$ cat src/rtl/guess_engine_pkg.sv
// Shared types for the guess engine: FSM state encoding and the A-Z letter folding
// used by the missed-letter history.
package guess_engine_pkg;

   typedef enum logic [2:0] {
      IDLE   = 3'd0,
      ARMED  = 3'd1,
      SCAN   = 3'd2,
      UPDATE = 3'd3,
      DONE   = 3'd4
   } state_t;

   localparam int NO_LETTER = 0;

   typedef struct packed {
      logic       vld;
      logic [4:0] idx;
   } alpha_t;

   // Upper and lower case map to the same slot; anything else is not a letter.
   function automatic alpha_t to_alpha_idx(input logic [31:0] letter);
      alpha_t a;
      a = '0;
      if (letter >= 32'h41 && letter <= 32'h5A) begin
         a.vld = 1'b1;
         a.idx = 5'(letter - 32'h41);
      end else if (letter >= 32'h61 && letter <= 32'h7A) begin
         a.vld = 1'b1;
         a.idx = 5'(letter - 32'h61);
      end
      return a;
   endfunction

endpackage

$ cat src/rtl/guess_engine_if.sv
// Host/display bus of the guess engine: word load, guess handshake and game status.
interface guess_engine_if #(
   parameter int WORD_LEN = 5,
   parameter int LETTER_W = 8,
   parameter int MAX_MISS = 6
);
   localparam int CNT_W  = $clog2(WORD_LEN + 1);
   localparam int MISS_W = $clog2(MAX_MISS + 1);

   logic                         start;
   logic                         abort;
   logic [WORD_LEN*LETTER_W-1:0] word;
   logic                         guess_valid;
   logic [LETTER_W-1:0]          guess;
   logic                         guess_ready;
   logic                         busy;
   logic [WORD_LEN-1:0]          hit_mask;
   logic [CNT_W-1:0]             found_cnt;
   logic [MISS_W-1:0]            miss_cnt;
   logic                         result_valid;
   logic                         mistake;
   logic                         repeat_guess;
   logic                         win;
   logic                         lose;

   modport master (
      output start, abort, word, guess_valid, guess,
      input  guess_ready, busy, hit_mask, found_cnt, miss_cnt,
             result_valid, mistake, repeat_guess, win, lose
   );

   modport slave (
      input  start, abort, word, guess_valid, guess,
      output guess_ready, busy, hit_mask, found_cnt, miss_cnt,
             result_valid, mistake, repeat_guess, win, lose
   );
endinterface

$ cat src/rtl/guess_engine_letter_history.sv
// 26-entry set of missed letters (case-folded); non-letters are never stored or hit.
module letter_history
   import guess_engine_pkg::*;
#(
   parameter int LETTER_W = 8
) (
   input  logic                clk,
   input  logic                nRst,
   input  logic                i_clear,
   input  logic                i_record,
   input  logic [LETTER_W-1:0] i_query,
   output logic                o_hit
);
   alpha_t      w_alpha;
   logic [25:0] r_set;

   assign w_alpha = to_alpha_idx(32'(i_query));
   assign o_hit   = w_alpha.vld && r_set[w_alpha.idx];

   always_ff @(posedge clk or negedge nRst) begin
      if (!nRst)
         r_set <= '0;
      else if (i_clear)
         r_set <= '0;
      else if (i_record && w_alpha.vld)
         r_set[w_alpha.idx] <= 1'b1;
   end
endmodule

$ cat src/rtl/guess_engine.sv
// Letter-guessing core: latches a word, scans one position per cycle per guess and
// tracks hits, misses and win/lose. GUESS_HISTORY_EN adds a missed-letter history.
module guess_engine
   import guess_engine_pkg::*;
#(
   parameter int WORD_LEN = 5,
   parameter int LETTER_W = 8,
   parameter int MAX_MISS = 6
) (
   input logic           clk,
   input logic           nRst,
   guess_engine_if.slave bus
);
   localparam int CNT_W  = $clog2(WORD_LEN + 1);
   localparam int MISS_W = $clog2(MAX_MISS + 1);
   localparam int IDX_W  = $clog2(WORD_LEN);

   state_t                             r_state, w_state_nxt;
   logic [WORD_LEN-1:0][LETTER_W-1:0]  r_word;
   logic [LETTER_W-1:0]                r_letter;
   logic [IDX_W-1:0]                   r_idx;
   logic [CNT_W-1:0]                   r_new, r_dup, r_found;
   logic [MISS_W-1:0]                  r_miss;
   logic [WORD_LEN-1:0]                r_mask;
   logic                               r_win, r_lose;

   logic [IDX_W-1:0]  w_pos;
   logic              w_match, w_hs, w_hist_hit, w_miss, w_rep;
   logic              w_ready, w_busy, w_rv;
   logic [CNT_W-1:0]  w_found_nxt;
   logic [MISS_W-1:0] w_miss_nxt;

   // Position 0 is the MSB letter and the MSB mask bit, so both index by w_pos.
   assign w_pos       = IDX_W'(WORD_LEN - 1) - r_idx;
   assign w_match     = (r_word[w_pos] == r_letter);
   assign w_hs        = (r_state == ARMED) && bus.guess_valid && (bus.guess != LETTER_W'(NO_LETTER));
   assign w_found_nxt = r_found + r_new;
   assign w_miss      = (r_state == UPDATE) && (r_new == '0) && (r_dup == '0) && !w_hist_hit;
   assign w_rep       = (r_state == UPDATE) && (r_new == '0) && ((r_dup != '0) || w_hist_hit);
   assign w_miss_nxt  = (w_miss && r_miss != MISS_W'(MAX_MISS)) ? r_miss + 1'b1 : r_miss;

`ifdef GUESS_HISTORY_EN
   letter_history #(.LETTER_W(LETTER_W)) u_hist (
      .clk      (clk),
      .nRst     (nRst),
      .i_clear  (bus.abort || (r_state == IDLE && bus.start)),
      .i_record (w_miss),
      .i_query  (r_letter),
      .o_hit    (w_hist_hit)
   );
`else
   assign w_hist_hit = 1'b0;
`endif

   always_ff @(posedge clk or negedge nRst) begin
      if (!nRst) r_state <= IDLE;
      else       r_state <= w_state_nxt;
   end

   always_comb begin
      w_state_nxt = r_state;
      w_ready     = 1'b0;
      w_busy      = 1'b0;
      w_rv        = 1'b0;
      case (r_state)
         IDLE:   if (bus.start) w_state_nxt = ARMED;
         ARMED: begin
            w_ready = 1'b1;
            if (w_hs) w_state_nxt = SCAN;
         end
         SCAN: begin
            w_busy = 1'b1;
            if (r_idx == IDX_W'(WORD_LEN - 1)) w_state_nxt = UPDATE;
         end
         UPDATE: begin
            w_busy = 1'b1;
            w_rv   = 1'b1;
            w_state_nxt = (w_found_nxt == CNT_W'(WORD_LEN) || w_miss_nxt == MISS_W'(MAX_MISS))
                          ? DONE : ARMED;
         end
         DONE:    w_state_nxt = DONE;
         default: w_state_nxt = IDLE;
      endcase
      // An aborted in-flight guess must not report a result.
      if (bus.abort) begin
         w_state_nxt = IDLE;
         w_rv        = 1'b0;
      end
   end

   always_ff @(posedge clk or negedge nRst) begin
      if (!nRst) begin
         r_word   <= '0;
         r_letter <= '0;
         r_idx    <= '0;
         r_new    <= '0;
         r_dup    <= '0;
         r_mask   <= '0;
         r_found  <= '0;
         r_miss   <= '0;
         r_win    <= 1'b0;
         r_lose   <= 1'b0;
      end else if (bus.abort) begin
         r_mask  <= '0;
         r_found <= '0;
         r_miss  <= '0;
         r_win   <= 1'b0;
         r_lose  <= 1'b0;
      end else begin
         case (r_state)
            IDLE: if (bus.start) begin
               r_word  <= bus.word;
               r_mask  <= '0;
               r_found <= '0;
               r_miss  <= '0;
               r_win   <= 1'b0;
               r_lose  <= 1'b0;
            end
            ARMED: if (w_hs) begin
               r_letter <= bus.guess;
               r_idx    <= '0;
               r_new    <= '0;
               r_dup    <= '0;
            end
            SCAN: begin
               r_idx <= r_idx + 1'b1;
               if (w_match) begin
                  if (r_mask[w_pos]) r_dup <= r_dup + 1'b1;
                  else begin
                     r_mask[w_pos] <= 1'b1;
                     r_new         <= r_new + 1'b1;
                  end
               end
            end
            UPDATE: begin
               r_found <= w_found_nxt;
               r_miss  <= w_miss_nxt;
               r_win   <= (w_found_nxt == CNT_W'(WORD_LEN));
               r_lose  <= (w_miss_nxt == MISS_W'(MAX_MISS));
            end
            default: ;
         endcase
      end
   end

   assign bus.guess_ready  = w_ready;
   assign bus.busy         = w_busy;
   assign bus.result_valid = w_rv;
   assign bus.mistake      = w_rv && w_miss;
   assign bus.repeat_guess = w_rv && w_rep;
   assign bus.hit_mask     = r_mask;
   assign bus.found_cnt    = r_found;
   assign bus.miss_cnt     = r_miss;
   assign bus.win          = r_win;
   assign bus.lose         = r_lose;
endmodule

$ cat src/flat_wrapper.sv
// flat-port wrapper written by rule: the top's interface ports become plain ports
module guess_engine_flat import guess_engine_pkg::*;
#(
   parameter int WORD_LEN = 5,
   parameter int LETTER_W = 8,
   parameter int MAX_MISS = 6
)
  (clk, nRst, bus_start, bus_abort, bus_word, bus_guess_valid, bus_guess, bus_guess_ready, bus_busy, bus_hit_mask, bus_found_cnt, bus_miss_cnt, bus_result_valid, bus_mistake, bus_repeat_guess, bus_win, bus_lose);
  guess_engine_if #(.WORD_LEN(WORD_LEN), .LETTER_W(LETTER_W), .MAX_MISS(MAX_MISS)) bus_i ();
  input logic clk;
  input logic nRst;
  input wire logic [$bits(bus_i.start)-1:0] bus_start;
  input wire logic [$bits(bus_i.abort)-1:0] bus_abort;
  input wire logic [$bits(bus_i.word)-1:0] bus_word;
  input wire logic [$bits(bus_i.guess_valid)-1:0] bus_guess_valid;
  input wire logic [$bits(bus_i.guess)-1:0] bus_guess;
  output wire logic [$bits(bus_i.guess_ready)-1:0] bus_guess_ready;
  output wire logic [$bits(bus_i.busy)-1:0] bus_busy;
  output wire logic [$bits(bus_i.hit_mask)-1:0] bus_hit_mask;
  output wire logic [$bits(bus_i.found_cnt)-1:0] bus_found_cnt;
  output wire logic [$bits(bus_i.miss_cnt)-1:0] bus_miss_cnt;
  output wire logic [$bits(bus_i.result_valid)-1:0] bus_result_valid;
  output wire logic [$bits(bus_i.mistake)-1:0] bus_mistake;
  output wire logic [$bits(bus_i.repeat_guess)-1:0] bus_repeat_guess;
  output wire logic [$bits(bus_i.win)-1:0] bus_win;
  output wire logic [$bits(bus_i.lose)-1:0] bus_lose;
  assign bus_i.start = bus_start;
  assign bus_i.abort = bus_abort;
  assign bus_i.word = bus_word;
  assign bus_i.guess_valid = bus_guess_valid;
  assign bus_i.guess = bus_guess;
  assign bus_guess_ready = bus_i.guess_ready;
  assign bus_busy = bus_i.busy;
  assign bus_hit_mask = bus_i.hit_mask;
  assign bus_found_cnt = bus_i.found_cnt;
  assign bus_miss_cnt = bus_i.miss_cnt;
  assign bus_result_valid = bus_i.result_valid;
  assign bus_mistake = bus_i.mistake;
  assign bus_repeat_guess = bus_i.repeat_guess;
  assign bus_win = bus_i.win;
  assign bus_lose = bus_i.lose;
  guess_engine #(.WORD_LEN(WORD_LEN), .LETTER_W(LETTER_W), .MAX_MISS(MAX_MISS)) u_core (.clk(clk), .nRst(nRst), .bus(bus_i));
endmodule
$ cat config.mk
export PLATFORM = sky130hd
export DESIGN_NAME = guess_engine_flat
export DESIGN_NICKNAME = d
export VERILOG_FILES = /design/src/rtl/guess_engine_pkg.sv /design/src/rtl/guess_engine_if.sv /design/src/rtl/guess_engine_letter_history.sv /design/src/rtl/guess_engine.sv /design/src/flat_wrapper.sv
export SDC_FILE = /design/constraint.sdc
export NUM_CORES = 1
export LEC_CHECK = 0
export BUFFER_PORTS_ARGS = -buffer_cell sky130_fd_sc_hd__buf_4
export CORE_MARGIN = 3
export CORE_UTILIZATION = 50
export CTS_CLUSTER_DIAMETER = 60
export DETAILED_ROUTE_END_ITERATION = 7
export GPL_TIMING_DRIVEN = 0
export HOLD_SLACK_MARGIN = 0.12
export MAX_ROUTING_LAYER = met4
export PLACE_DENSITY = 0.73
export SLEW_MARGIN = 20
export SYNTH_ARGS = -nofsm -noshare
export SYNTH_HDL_FRONTEND = slang
export SYNTH_SLANG_ARGS = --single-unit
export TNS_END_PERCENT = 100
$ cat constraint.sdc
create_clock -name clk -period 7.1 [get_ports clk]
set_input_delay 1.065 -clock clk [delete_from_list [all_inputs] [get_ports clk]]
set_output_delay 1.065 -clock clk [all_outputs]
set_load 0.005 [all_outputs]
Yosys cells after proc, flatten, opt, wreduce, memory -nomap -nowiden
Index checks and enable logic that the tools add are counted.
- flip-flop bits (word level): 73
- output and inout port bits: 18
- logic and storage cells: 110
- add/subtract/negate cells: 6
- order comparisons: 2
- equal/unequal tests: 18
- mux-type cells: 40
- bitwise operators: 2
- reductions and logical operators: 27
- operator list (operator ; count):
    3-bit two-way mux ; 14
    3-bit case mux with 2 select lines ; 5
    8-bit binary-select mux with 3-bit select ; 1
    5-bit two-way mux ; 4
    3-bit case mux with 5 select lines ; 1
    3-bit by 1-bit adder with 3-bit output, second input constant ; 4
    3-bit == test, second input constant ; 4
    3-bit AND reduction ; 4
    5-bit case mux with 2 select lines ; 1
    5-bit AND reduction ; 2
    1-bit logical AND ; 9
    3-bit logical NOT ; 3
    1-bit two-way mux ; 9
    3-bit by 2-bit inequality test with 1-bit output, second input constant ; 3
    3-bit inequality test, second input constant ; 3
    3-bit nonzero test ; 3
    8-bit == test ; 1
    8-bit two-way mux ; 1
    8-bit nonzero test ; 1
    3-bit by 2-bit == test with 1-bit output, second input constant ; 2
    2-bit by 1-bit inequality test with 1-bit output, second input constant ; 3
    5-bit OR ; 1
    3-bit by 4-bit less-than comparator with 1-bit output, second input constant ; 1
    1-bit case mux with 2 select lines ; 2
    13 further kinds ; 13

Logic depth before layout (Yosys ltp)
- word-level depth: 10
- gate-level depth with buffers: 15
- depth with buffers taken out: 10

Worst setup path before layout
OpenSTA, ideal clock, no wires.
- path kind: register to register
- start point: register u_core.r_idx[0]
- end point: register u_core.r_dup[2]
- arrival: 3.052 ns
- required time: 7.025 ns
- slack: 3.973 ns
- cell stages (with the launch flop): 15
- buffers on the path: 4
- clock period less this slack: 3.127 ns
- cell sequence: dfrtp_1 > buf_6 > buf_6 > clkinv_1 > ha_1 > ha_1 > buf_2 > or2_2 > o221ai_1 > xnor2_1 > nand4_2 > nor4b_4 > buf_6 > nand4_2 > a21oi_2
- cells in the longest elaborated chain, start to end: 6
- elaborated cells between the ends (all ways): 9
- ends and longest elaborated chain (element ; RTL line ; RTL):
    from (decl) ; guess_engine.sv:21 ; logic [IDX_W-1:0] r_idx;
    from (signal assigned) ; guess_engine.sv:126 ; r_idx <= r_idx + 1'b1;
    3-bit subtractor (*) ; guess_engine.sv:34 ; assign w_pos = IDX_W'(WORD_LEN - 1) - r_idx;
    8-bit binary-select mux with 3-bit select ; guess_engine.sv:35 ; assign w_match = (r_word[w_pos] == r_letter);
    8-bit two-way mux (implied by the code) ; guess_engine.sv:35 ;
    8-bit == test ; guess_engine.sv:35 ;
    2-bit by 1-bit inequality test with 1-bit output (no source line) ; n/a ;
    5-bit AND reduction (no source line) (*) ; n/a ;
    to (signal assigned) ; guess_engine.sv:128 ; if (r_mask[w_pos]) r_dup <= r_dup + 1'b1;
    to (decl) ; guess_engine.sv:22 ; logic [CNT_W-1:0] r_new, r_dup, r_found;
Every way passes the cells marked *; elsewhere a longest branch is shown, timed or not. The select of a mux whose other input is x is not followed.
A chain may end at the register's enable or synchronous reset.

Worst setup path in the final report
- start point: register u_core.r_idx[0]
- end point: register u_core.r_mask[0] (netlist: u_core.bus.hit_mask[0])
- cells in the longest elaborated chain, start to end: 10
- elaborated cells between the ends (all ways): 19
- ends and longest elaborated chain (element ; RTL line ; RTL):
    3-bit subtractor (*) ; guess_engine.sv:34 ;
    3-bit by 4-bit less-than comparator with 1-bit output (implied by the code) / 3-bit by 1-bit greater-or-equal comparator with 1-bit output (equally long branches) ; guess_engine.sv:130 ; r_mask[w_pos] <= 1'b1;
    1-bit logical AND (implied by the code) ; guess_engine.sv:130 ;
    1-bit two-way mux (implied by the code) ; guess_engine.sv:130 ;
    1-bit demux with 3-bit select ; n/a ;
    5-bit OR (no source line) ; n/a ;
    5-bit two-way mux ; guess_engine.sv:128 ;
    5-bit two-way mux ; guess_engine.sv:127 ; if (w_match) begin
    5-bit case mux with 2 select lines ; guess_engine.sv:110 ; case (r_state)
    5-bit two-way mux ; guess_engine.sv:103 ; end else if (bus.abort) begin
    to (signal assigned) ; guess_engine.sv:104 ; r_mask <= '0;
    to (signal assigned) ; guess_engine.sv:113 ; r_mask <= '0;
    to (signal, indexed assignment) ; guess_engine.sv:130 ;
    to (decl) ; guess_engine.sv:24 ; logic [WORD_LEN-1:0] r_mask;
Marked as above.

==> out/qor.csv <==
stage,metric,value,unit
status,status,"finished, final reports clean",
grt,grt_pass1_wl,14.89,mm
synth,yosysTopAreaCell,dfrtp_1,
cells_and_area,final_area,0.004853,mm2
timing,fin_crit,3.670,ns
grt,grt_max_degree,74,
timing,skew,0.007826,ns
worst_setup_path,critical_path_required,7.38,ns
synth,synth_cell_types,63,
timing,hold_violations,0,
detailed_routing,dr.first_iter.drc_count,170,
clock_network,clockRootBuffer,clkbuf_8,
detailed_routing,ant_nets,0,
synth,netlist.area_leader.share,45.94,%
timing,setup_viol,0,
cells_and_area,syn2layout_area_growth,22.06,%
floorplan,fp.dieW,95.18,um
cells_and_area,seq_area,0.001827,mm2
detailed_routing,routed_wirelength,9.329,mm
clock_network,h-tree-depth,3,
synth,synth_top_family_by_area,multiplexers,
floorplan,io_pins,71,
grt,antenna_found_initial,0,
floorplan,dieArea,0.009058,mm2
floorplan,num_rows,31,
pwr,peakVddDrop,0.1950,mV
hold_path,hp-class,reg2reg,
detailed_routing,wl_per_cell,17.31,um
worst_setup_path,endpoint_kind,register,
timing,finalCritPeriodShare,51.69,%
worst_setup_path,cp_max_fo,10,
clock_network,clk_pin_slew_worst_paths,0.08,ns
worst_setup_path,cp_slowest_cell,nor4b_4,
floorplan,coreArea,0.007486,mm2
cells_and_area,layout.nets,499,
worst_setup_path,critPathKind,reg2reg,
worst_setup_path,worst_ep_arrival_time,3.95,ns
timing,drv_slew,0,
cells_and_area,fill_cells,629,
place,io_buffers,70,
grt,grt_usage,22.16,%
cells_and_area,multi_input_area,0.001986,mm2
synth,synth-seq-cells,73,
worst_setup_path,max_stage_delay,0.51,ns
synth,syn_nets,418,
synth,netlist_top_cells_area,"dfrtp_1, mux2_2, ha_1, mux2i_1, o21ai_0",
clock_network,numCtsBuffers,9,
synth,syn_avg_cell_area,11.23,um2
pwr,p_leak,0.002202,uW
worst_setup_path,critPathLaunchType,register,
place,dp_hpwl,6.848,mm
synth,synth_compound_area_share,14.88,%
timing,rsz0062_at_grt,no,
worst_setup_path,path_cells,buf_6 -> buf_6 -> clkinv_1 -> ha_1 -> ha_1 -> nand2b_1 -> clkbuf_1 -> o221ai_1 -> xnor2_1 -> nand4_2 -> nor4b_4 -> buf_6 -> a41oi_1 -> nor2_1,
synth,synthCells,354,
cells_and_area,drive_gt1_share,35.68,%
timing,slew_headroom,39.15,%
grt,grt_pass1_vias,3046,
synth,yosys.area_share.simple,12.78,%
grt,grt.overflow.total,0,
synth,yosys_warnings,0,
clock_network,cts_tree,built,
clock_network,cts_max_path_buffers,2,
synth,async_flop_share,100.0,%
timing,holdWs,0.5082,ns
detailed_routing,vias,3131,
synth,synth_fa_ha_area_share,3.650,%
synth,synth-edff-count,0,
floorplan,initial_core_util,53.12,%
worst_setup_path,critPathMostFrequentCell,buf_6,
clock_network,hold_buffers,0,
place,place_congestion,0.8355,
detailed_routing,drt_pass1_iterations,4,
cells_and_area,antennaDiodeCount,0,
detailed_routing,drcViolationCount,0,
clock_network,insertion_delay,0.35,ns
synth,ys.flop_type,dfrtp_1,
place,placed_cell_area,0.004626,mm2
clock_network,post_cts_buffers,0,
synth,synth_xor_area_share,1.322,%
synth,synthMuxAreaShare,17.31,%
flow_run,drv_cap,0,
synth,synth_area,0.003976,mm2
pwr,powerDensity,301.6,mW/mm2
timing,tightest_slew,0.9127,ns
clock_network,cts_resized,0,
timing,setup_tns,0,ns
timing,max_freq,272.5,MHz
worst_setup_path,crit_buf_inv,5,
synth,ys_seq_area_share,45.94,%
clock_network,cts.sinks,73,
floorplan,dieHeight,95.18,um
worst_setup_path,cp_top_family,buffers and inverters,
detailed_routing,viasPerCell,5.809,
[synthesized netlist by cell type, types with 3 or more instances]
cell type,instances
nor2_1,17
and2_1,7
nand2b_1,7
a41oi_1,5
dfrtp_1,73
buf_2,5
a21oi_1,10
o21a_1,3
o221ai_1,4
nor2b_1,6
clkbuf_1,10
nand4_1,4
inv_1,15
a31oi_1,4
buf_6,3
a21o_1,4
a211oi_1,7
nand2_1,18
o21ai_0,15
a22o_1,4
o31ai_1,4
and3_1,3
ha_1,10
nand3_1,3
xnor2_1,4
mux2_2,50
mux2i_1,11
[layout by cell type (no fill, tap or decap), drive strengths merged, types with 3 or more instances in the layout]
cell and count:
nor2 17, a21o 4, clkinv 3, inv 16, o21a 3, clkbuf 20
o221ai 4, buf 79, mux2i 11, ha 10, dfrtp 73, nand2 18
mux2 51, a41oi 5, nor2b 6, a211oi 7, a31oi 4, a21oi 11
nand2b 7, a22o 4, nor3b 3, and2 7, o31ai 4, and3 3
nand3 3, xnor2 4, o21ai 16, nand4 6
[power by group]
part	switching (uW)	internal [uW]
registers	51.8	491
logic	291	262
clock network	160	209
total	503	961
[cell type report]
class | count | area share [%]
multi-input combinational | 246 | 40.91
sequential | 73 | 37.64
timing repair buffer | 70 | 10.83
clock buffer | 10 | 2.836
tap | 99 | 2.552
buffer | 19 | 2.140
clock inverter | 6 | 1.856
inverter | 16 | 1.237
[kinds of logic (layout without fill, tap and decap cells)]
kind of cell / Yosys count / after routing
adders and majority gates: 11 / 11
xor gates and xnor gates: 6 / 6
muxes: 62 / 62
buffers and inverters: 35 / 121
DFF: 73 / 73
and+or+nand+nor: 85 / 85
AOI/OAI and AO/OA: 82 / 82
[through the flow]
step           cells  power (uW)  setup WS, ns  utilization, %
3_5_place_dp     523        1093         3.448           61.79
2_1_floorplan    354       945.8         3.973               -
5_1_grt          539        1547         3.106           64.83
6_report         539        1464         3.430           64.83
4_1_cts          539        1469         3.431           64.83
3_3_place_gp     523        1077         3.496           61.79
[metal layers]
| layer | wire length, um | part of all wire [%] | global-route usage, % | vias up |
|---|---|---|---|---|
| met2 | 4527 | 49 | 34.40 | 94 |
| met5 | 0 | 0 | - | - |
| met3 | 533 | 5.7 | 4.262 | 12 |
| li1 | - | - | - | 1469 |
| met1 | 4118 | 44 | 29.46 | 1556 |
| met4 | 150 | 1.6 | 6.971 | 0 |
[worst reg2reg max path: stages (launching register included)]
cell,delay (ns)
dfrtp_1,0.37
buf_6,0.15
buf_6,0.16
clkinv_1,0.25
ha_1,0.29
ha_1,0.35
nand2b_1,0.12
clkbuf_1,0.36
o221ai_1,0.22
xnor2_1,0.20
nand4_2,0.17
nor4b_4,0.51
buf_6,0.21
a41oi_1,0.13
nor2_1,0.11
[final timing paths]
check | from | end | slack [ns] | cells after the start
worst max-delay path | u_core.r_idx[0]$_DFFE_PN0P_ | u_core.bus.hit_mask[0]$_DFFE_PN0P_ | 3.43 | 14
worst min-delay path | u_core.r_word[13]$_DFFE_PN0P_ | u_core.r_word[13]$_DFFE_PN0P_ | 0.51 | 1
worst max register to register | u_core.r_idx[0]$_DFFE_PN0P_ | u_core.bus.hit_mask[0]$_DFFE_PN0P_ | 3.43 | 14
worst min register to register | u_core.r_word[13]$_DFFE_PN0P_ | u_core.r_word[13]$_DFFE_PN0P_ | 0.51 | 1
max in group asynchronous | nRst | u_core.bus.hit_mask[4]$_DFFE_PN0P_ | 5.65 | 1
min in group asynchronous | nRst | u_core.bus.miss_cnt[0]$_DFFE_PN0P_ | 0.82 | 1
[registers in the layout, summed over array words and instances (netlist names)]
register              flops
u_core.r_word            40
u_core.r_letter           8
u_core.bus.hit_mask       5
u_core.bus.found_cnt      3
u_core.bus.miss_cnt       3
u_core.r_dup              3
u_core.r_idx              3
u_core.r_new              3
u_core.r_state            3
u_core.bus.lose           1
u_core.bus.win            1
Note: power is estimated with default switching activity, not from simulation.
